<file path="src/rtl/wb_stream_pkg.sv">
// Shared types and Wishbone encodings for the stream-to-BlockRAM burst writer.
package wb_stream_pkg;

  typedef enum logic {
    IDLE  = 1'b0,
    BURST = 1'b1
  } state_t;

  localparam logic [2:0] CTI_CLASSIC = 3'b000;
  localparam logic [2:0] CTI_INCR    = 3'b010;
  localparam logic [2:0] CTI_END     = 3'b111;
  localparam logic [1:0] BTE_LINEAR  = 2'b00;
  localparam logic [3:0] SEL_ALL     = 4'hF;

endpackage

</file>
<file path="src/rtl/stream_fifo.sv">
// Synchronous FIFO with registered occupancy count; head is read straight from the array.
module stream_fifo #(
  parameter int WIDTH = 32,
  parameter int DEPTH = 16,
  localparam int AW = $clog2(DEPTH),
  localparam int CW = AW + 1
) (
  input  logic             clk,
  input  logic             rst_n,
  input  logic             push,
  input  logic [WIDTH-1:0] din,
  input  logic             pop,
  output logic             full,
  output logic             empty,
  output logic [CW-1:0]    count,
  output logic [WIDTH-1:0] head
);

  logic [WIDTH-1:0] mem_q [DEPTH];
  logic [AW-1:0]    wr_ptr_q, wr_ptr_d;
  logic [AW-1:0]    rd_ptr_q, rd_ptr_d;
  logic [CW-1:0]    count_q, count_d;

  always_comb begin
    wr_ptr_d = wr_ptr_q;
    rd_ptr_d = rd_ptr_q;
    count_d  = count_q;
    if (push) wr_ptr_d = wr_ptr_q + AW'(1);
    if (pop)  rd_ptr_d = rd_ptr_q + AW'(1);
    case ({push, pop})
      2'b10:   count_d = count_q + CW'(1);
      2'b01:   count_d = count_q - CW'(1);
      default: count_d = count_q;
    endcase
  end

  always_ff @(posedge clk or negedge rst_n) begin
    if (!rst_n) begin
      wr_ptr_q <= '0;
      rd_ptr_q <= '0;
      count_q  <= '0;
    end else begin
      wr_ptr_q <= wr_ptr_d;
      rd_ptr_q <= rd_ptr_d;
      count_q  <= count_d;
    end
  end

  // Storage needs no reset: pointers alone define what is valid.
  always_ff @(posedge clk) begin
    if (push) mem_q[wr_ptr_q] <= din;
  end

  assign full  = (count_q == CW'(DEPTH));
  assign empty = (count_q == '0);
  assign count = count_q;
  assign head  = mem_q[rd_ptr_q];

endmodule

</file>
<file path="src/rtl/wb_stream_writer.sv">
// Stream-in, Wishbone incrementing-burst writer into a frame region of BlockRAM.
// Define WB_STREAM_WRITER_SOF_RESYNC_EN to restart the frame address on s_sof-tagged words.
module wb_stream_writer
  import wb_stream_pkg::*;
#(
  parameter logic [31:0] BASE_ADR    = 32'h0000_0000,
  parameter int          FRAME_WORDS = 1024,
  parameter int          BURST_LEN   = 8,
  parameter int          FIFO_DEPTH  = 16
) (
  input  logic        clk,
  input  logic        rst_n,
  input  logic [31:0] s_data,
  input  logic        s_valid,
  output logic        s_ready,
  input  logic        s_sof,
  output logic        wb_cyc,
  output logic        wb_stb,
  output logic        wb_we,
  output logic [31:0] wb_adr,
  output logic [31:0] wb_dat_ms,
  output logic [3:0]  wb_sel,
  output logic [2:0]  wb_cti,
  output logic [1:0]  wb_bte,
  input  logic        wb_ack,
  output logic        frame_done
);

  localparam int CW = $clog2(FIFO_DEPTH) + 1;
  localparam int BW = (BURST_LEN > 1) ? $clog2(BURST_LEN) : 1;
  localparam logic [31:0] LAST_ADR = BASE_ADR + 32'(4 * (FRAME_WORDS - 1));
`ifdef WB_STREAM_WRITER_SOF_RESYNC_EN
  localparam int FW = 33;
`else
  localparam int FW = 32;
`endif

  state_t        state_q, state_d;
  logic [31:0]   adr_q, adr_d;
  logic [BW-1:0] beat_q, beat_d;
  logic          frame_done_q, frame_done_d;

  logic          fifo_push, fifo_pop, fifo_full, fifo_empty;
  logic [CW-1:0] fifo_count;
  logic [FW-1:0] fifo_din, fifo_head;
  logic          in_burst, last_beat, head_sof;
  logic [31:0]   cur_adr;

  assign fifo_push = s_valid && !fifo_full;

`ifdef WB_STREAM_WRITER_SOF_RESYNC_EN
  assign fifo_din = {s_sof, s_data};
  assign head_sof = fifo_head[32];
`else
  logic sof_unused;
  assign sof_unused = s_sof;
  assign fifo_din   = s_data;
  assign head_sof   = 1'b0;
`endif

  stream_fifo #(
    .WIDTH (FW),
    .DEPTH (FIFO_DEPTH)
  ) u_fifo (
    .clk   (clk),
    .rst_n (rst_n),
    .push  (fifo_push),
    .din   (fifo_din),
    .pop   (fifo_pop),
    .full  (fifo_full),
    .empty (fifo_empty),
    .count (fifo_count),
    .head  (fifo_head)
  );

  assign in_burst  = (state_q == BURST);
  assign last_beat = (beat_q == BW'(BURST_LEN - 1));
  // A start-of-frame word overrides the running address for its own beat.
  assign cur_adr   = (in_burst && head_sof) ? BASE_ADR : adr_q;

  always_comb begin
    state_d      = state_q;
    adr_d        = adr_q;
    beat_d       = beat_q;
    frame_done_d = 1'b0;
    fifo_pop     = 1'b0;
    unique case (state_q)
      IDLE: begin
        if (fifo_count >= CW'(BURST_LEN)) state_d = BURST;
      end
      BURST: begin
        if (wb_ack && !fifo_empty) begin
          fifo_pop = 1'b1;
          if (cur_adr == LAST_ADR) begin
            adr_d        = BASE_ADR;
            frame_done_d = 1'b1;
          end else begin
            adr_d = cur_adr + 32'd4;
          end
          if (last_beat) begin
            beat_d  = '0;
            state_d = IDLE;
          end else begin
            beat_d = beat_q + BW'(1);
          end
        end
      end
      default: state_d = IDLE;
    endcase
  end

  always_ff @(posedge clk or negedge rst_n) begin
    if (!rst_n) begin
      state_q      <= IDLE;
      adr_q        <= BASE_ADR;
      beat_q       <= '0;
      frame_done_q <= 1'b0;
    end else begin
      state_q      <= state_d;
      adr_q        <= adr_d;
      beat_q       <= beat_d;
      frame_done_q <= frame_done_d;
    end
  end

  assign s_ready    = !fifo_full;
  assign wb_cyc     = in_burst;
  assign wb_stb     = in_burst;
  assign wb_we      = in_burst;
  assign wb_sel     = SEL_ALL;
  assign wb_bte     = BTE_LINEAR;
  assign wb_cti     = !in_burst ? CTI_CLASSIC : (last_beat ? CTI_END : CTI_INCR);
  assign wb_adr     = cur_adr;
  assign wb_dat_ms  = fifo_head[31:0];
  assign frame_done = frame_done_q;

endmodule

</file>
<file path="config.mk">
export PLATFORM = sky130hd
export DESIGN_NAME = wb_stream_writer
export DESIGN_NICKNAME = d
export VERILOG_FILES = /design/src/rtl/wb_stream_pkg.sv /design/src/rtl/stream_fifo.sv /design/src/rtl/wb_stream_writer.sv
export SDC_FILE = /design/constraint.sdc
export NUM_CORES = 1
export LEC_CHECK = 0
export BUFFER_PORTS_ARGS = -buffer_cell sky130_fd_sc_hd__buf_2
export CELL_PAD_IN_SITES_DETAIL_PLACEMENT = 1
export CELL_PAD_IN_SITES_GLOBAL_PLACEMENT = 2
export CORE_AREA = 2 2 217 219
export DETAILED_ROUTE_END_ITERATION = 10
export DIE_AREA = 0 0 219 221
export PLACE_DENSITY_LB_ADDON = 0.3
export SYNTH_ARGS = -nofsm -noshare
export SYNTH_HDL_FRONTEND = slang
export SYNTH_SLANG_ARGS = --single-unit
</file>
<file path="constraint.sdc">
create_clock -name clk -period 4.73 [get_ports clk]
set_input_delay 0.946 -clock clk [delete_from_list [all_inputs] [get_ports clk]]
set_output_delay 0.946 -clock clk [all_outputs]
set_load 0.02 [all_outputs]
</file>
Word level (Yosys, flattened, before mapping)

Memory sizes are Yosys's and may differ from the RTL's.
Cells that the tools add are included.

Output and inout port bits: 78
Flip-flop bits (word level): 50
Memories: 1
Bits in writable memories: 512
Input bits: 37
Word-level logic and storage cells: 44

Memory list:

| name         | words | bits a word | rd ports | clocked after memory_dff | write ports | RTL line          | RTL |
|---|---|---|---|---|---|---|---|
| u_fifo.mem_q | 16    | 32          | 1        | 0                        | 1           | stream_fifo.sv:19 | `logic [WIDTH-1:0] mem_q [DEPTH];` |

Add/sub/neg operators: 6
Muxes and demuxes: 16
Eq/ne operators: 5
Bitwise operators: 1
Reductions and logical operators: 7
Magnitude comparators: 1

Operator list:

| kind                  | count |
|---|---|
| $add 32x3->32 const B | 1 |
| $eq 32x12->1 const B  | 1 |
| $mux 32               | 1 |
| $mux 1                | 10 |
| $pmux 5 s2            | 1 |
| $mux 3                | 3 |
| $add 4x1->4 const B   | 2 |
| $add 5x1->5 const B   | 1 |
| $eq 5x5->1 const B    | 1 |
| $ge 5x4->1 const B    | 1 |
| $logic_not 5->1       | 1 |
| $sub 5x1->5 const B   | 1 |
| $add 3x1->3 const B   | 1 |
| $eq 3x3->1 const B    | 1 |
| $eq 2x1->1 const B    | 1 |
| $eq 2x2->1 const B    | 1 |
| $logic_and 1x1->1     | 2 |
| $logic_not 1->1       | 2 |
| $pmux 1 s2            | 1 |
| $reduce_and 2->1      | 1 |
| $reduce_bool 2->1     | 1 |
| $not 1->1             | 1 |

Longest topological paths before layout

Word-level depth: 7
Gate-level depth with buffers: 14
Depth with buffers taken out: 11

Modules after synthesis

A second synthesis with hierarchy kept.

Cells, all modules: 1066
Area, all modules: 21833.4 sq um

Modules (own cells, without submodules):

| module           | area an instance (sq um) | cells an instance | seq. area each (sq um) | instances |
|---|---|---|---|---|
| stream_fifo      | 19967.9                  | 881               | 15700.1                | 1 |
| wb_stream_writer | 1865.5                   | 185               | 875.8                  | 1 |

Worst setup path before layout

Ideal clock, no wire load.

Path kind: input to register
Start: input port s_valid
End: memory u_fifo.mem_q[3][0] (enable)
Arrival: 3.694 ns
Path slack: 0.575 ns
Library setup time: 0.461 ns
Data required time: 4.269 ns
Cell stages on the path: 4
Path buffers: 1
Cell sequence: and2_1 -> clkbuf_1 -> nand2_1 -> nor3_1

Cells in the longest elaborated chain, start to end: 3

Ends and longest elaborated chain:

| item                         | RTL line               | RTL |
|---|---|---|
| start: declaration           | wb_stream_writer.sv:14 | `input logic s_valid,` |
| $logic_and 1x1->1            | wb_stream_writer.sv:49 | `assign fifo_push = s_valid && !fifo_full;` |
| $mux 1                       | stream_fifo.sv:51      | `if (push) mem_q[wr_ptr_q] <= din;` |
| $mux 1 (not written as such) | stream_fifo.sv:51      |  |
| end: declaration             | stream_fifo.sv:19      |  |

No other way between the ends.

Final worst setup path

Start: register u_fifo.rd_ptr_q[0]
End: output port wb_dat_ms[10]

Cells in the longest elaborated chain, start to end: 1

Ends and longest elaborated chain:

| item                     | RTL line               | RTL |
|---|---|---|
| start: declaration       | stream_fifo.sv:21      | `logic [AW-1:0] rd_ptr_q, rd_ptr_d;` |
| start signal: assignment | stream_fifo.sv:44      | `rd_ptr_q <= rd_ptr_d;` |
| $mem_v2 16x32            | n/a                    |  |
| end: declaration         | wb_stream_writer.sv:21 | `output logic [31:0] wb_dat_ms,` |

No other way between the ends.

==> metrics.txt <==
CP Max Fanout 50; synth-to-layout area growth 15.0%; Logic pwr share 0.281; Clock Path Buffers 3; Cell Count, Final, Fillers Out 1786; vias 10200; Antenna Nets Post-Route 0; WHS 0.284 ns; # port buffers 105; part of the power in registers 0.424; Final setup viols 0; RSZ-0062 raised after global routing no; most frequent cell on the critical path mux4_2; pre-CTS WS 1.29 ns; worst-skew pair later-pin latency 0.61 ns; Critical R2R Launch u_fifo.count[1]; Slew Limit Headroom 0.364; CP startpoint kind flop; CP Cell Sequence buf_12 > mux4_2 > mux4_2 > buf_2; worst slew pin tran 0.953 ns; initial antenna violation count 4; first-pass GRT wire length 71900 um; crit share post-route 0.847; clock sinks 560; fraction of layout cells with a size suffix above 1 0.345; setup bufs post-CTS 0; Net Sw Power 4.52 mW; number of buffers and inverters on the critical path 2; gpl congestion 0.711; Net Sw Frac 0.299; final worst slack 0.724 ns; fillers 4053; DRC viols 0; power per cell area 603 mW/mm^2; Worst setup EP type output pin; setup TNS 0 ns; clock root cell clkbuf_16; vias per cell 5.73; Synth Instances 995; cts hold-fix bufs 0; Hold Violations, Final 0; die width 219 um; register area share after synthesis 0.760; Design Power 15.1 mW; Syn. warnings 0; Max IR drop VDD 305 uV; MaxCap Viol Count 0; ys async rst share 0.0857; Overflow after GRT 0; worst min path class in2async; DR pass1 iterations 5; die height 221 um; die area 0.0484 mm^2; CP max stage delay 0.71 ns; Final nets 1184; fin. max-slew vios 0; Mapped Area 0.0218 mm^2; Num CTS Buffers 55; area leader, netlist edfxtp_1; Yosys cell types 42; CTS H-tree depth 2; worst setup path startpoint u_fifo.rd_ptr_q[0]; Top delay family on crit path multiplexers; critical path class reg2out; Wirelength per Cell 26.5 um; most frequent cells in the layout 512 x edfxtp_1, 160 x mux4_2, 105 x buf_2; crit path time final 4.01 ns; clock slew at reported path FFs 0.06 ns; post-CTS sizing 0; Clk pwr share 0.296; Post-Route WL 47300 um; Synth area leaders edfxtp_1 70%, mux4_2 17%, dfrtp_1 5.5%; vias in the first global route 11300; leakage power 8.32 nW; commonest non-fill, non-tap cell in the layout edfxtp_1; GRT Util Overall 0.203; Worst Path Required 3.78 ns; status complete, no violations; Std-Cell Core Area 0.0461 mm^2; EDFF count, synth 512; Yosys reg bits 560; Post-DP HPWL 26100 um; CTS tree built; Cell Int Power 10.6 mW; post-synth top area share 0.705; Cells after DPL 1685; Iter 0 DRT Violations 851; clk_skew 0.0193 ns; Starting Density 0.474; IO Count 115; syn_area_per_cell 21.9 um^2; ys flop type edfxtp_1; WP data arrival 3.06 ns; FMAX 250 MHz; Critical Path Slowest Stage Cell dfrtp_4; largest net degree at the start of global routing 68; Core Rows 79
[through the flow]
step            util  area (um^2)
4_1_cts        0.545        25100
3_3_place_gp   0.505        23200
6_report       0.545        25100
5_1_grt        0.545        25100
2_1_floorplan      -        21800
3_5_place_dp   0.505        23200
[cells in the mapped netlist, drive strengths merged (2+ instances only)]
cell type	n
edfxtp	512
mux4	160
dfrtp	48
nand2	38
buf	37
xnor2	26
nor2	23
clkbuf	22
nand3	15
nor3	15
ha	12
o21ai	12
nand4	10
a21oi	9
inv	7
nor4	7
and2	6
and3	5
xor2	5
a211o	3
a21o	3
nand2b	3
or4	3
conb	2
nand3b	2
or2	2
[layer usage]
metal	wire [um]	part of all wire	up-vias	global-route usage
met1	20000	0.42	5452	0.283
met3	2900	0.061	83	0.0458
met2	23400	0.49	291	0.329
li1	-	-	4394	-
met5	23	0.00049	-	0
met4	1040	0.022	6	0.0527
[state kept, by name, indices dropped and copies added (netlist names)]
| signal | cells |
|---|---|
| beat_q | 3 |
| frame_done | 1 |
| u_fifo.count | 5 |
| u_fifo.mem_q | 512 |
| u_fifo.rd_ptr_q | 4 |
| u_fifo.wr_ptr_q | 4 |
| wb_adr | 30 |
| wb_cyc | 1 |
[cell families after synthesis]
logic type,Yosys count,share of synthesized area
AND/OR/NAND/NOR,131,0.0306
XOR/XNOR,31,0.0124
other,2,0.000344
AO/OA/AOI/OAI,31,0.00912
flip-flops,560,0.760
adder cells (fa/ha/maj),12,0.00688
buffers and inverters,66,0.0145
multiplexers,162,0.166
[power groups by stage]
stage / sequential (mW) / combinational (mW) / clock [mW]
6_report: 6.41 / 4.25 / 4.47
5_1_grt: 6.48 / 4.58 / 4.73
4_1_cts: 6.42 / 4.36 / 4.56
3_5_place_dp: 6.52 / 4.34 / 0
3_3_place_gp: 6.48 / 4.31 / 0
2_1_floorplan: 6.27 / 3.16 / 0
[area by class of cell]
class	instances	area (um^2)	share of cell area
multi-input combinational	375	5050	0.201
clock buffer	62	1420	0.0567
timing repair buffer	136	821	0.0327
clock inverter	37	418	0.0167
inverter	7	26.3	0.00105
tap	607	759	0.0303
antenna	2	5.00	0.000199
sequential	560	16600	0.661
[path summary, 6_finish.rpt]
check	to	cells after the start	slack (ns)
setup / recovery	wb_dat_ms[10]	4	0.72
hold / removal	wb_adr[16]	1	0.28
setup reg to reg	u_fifo.count[4]	10	1.29
hold reg to reg	beat_q[1]	2	0.50
max in group asynchronous	u_fifo.rd_ptr_q[1]	2	3.61
min in group clk	beat_q[1]	2	0.50
No activity file was read; power rests on OpenSTA's default activity.
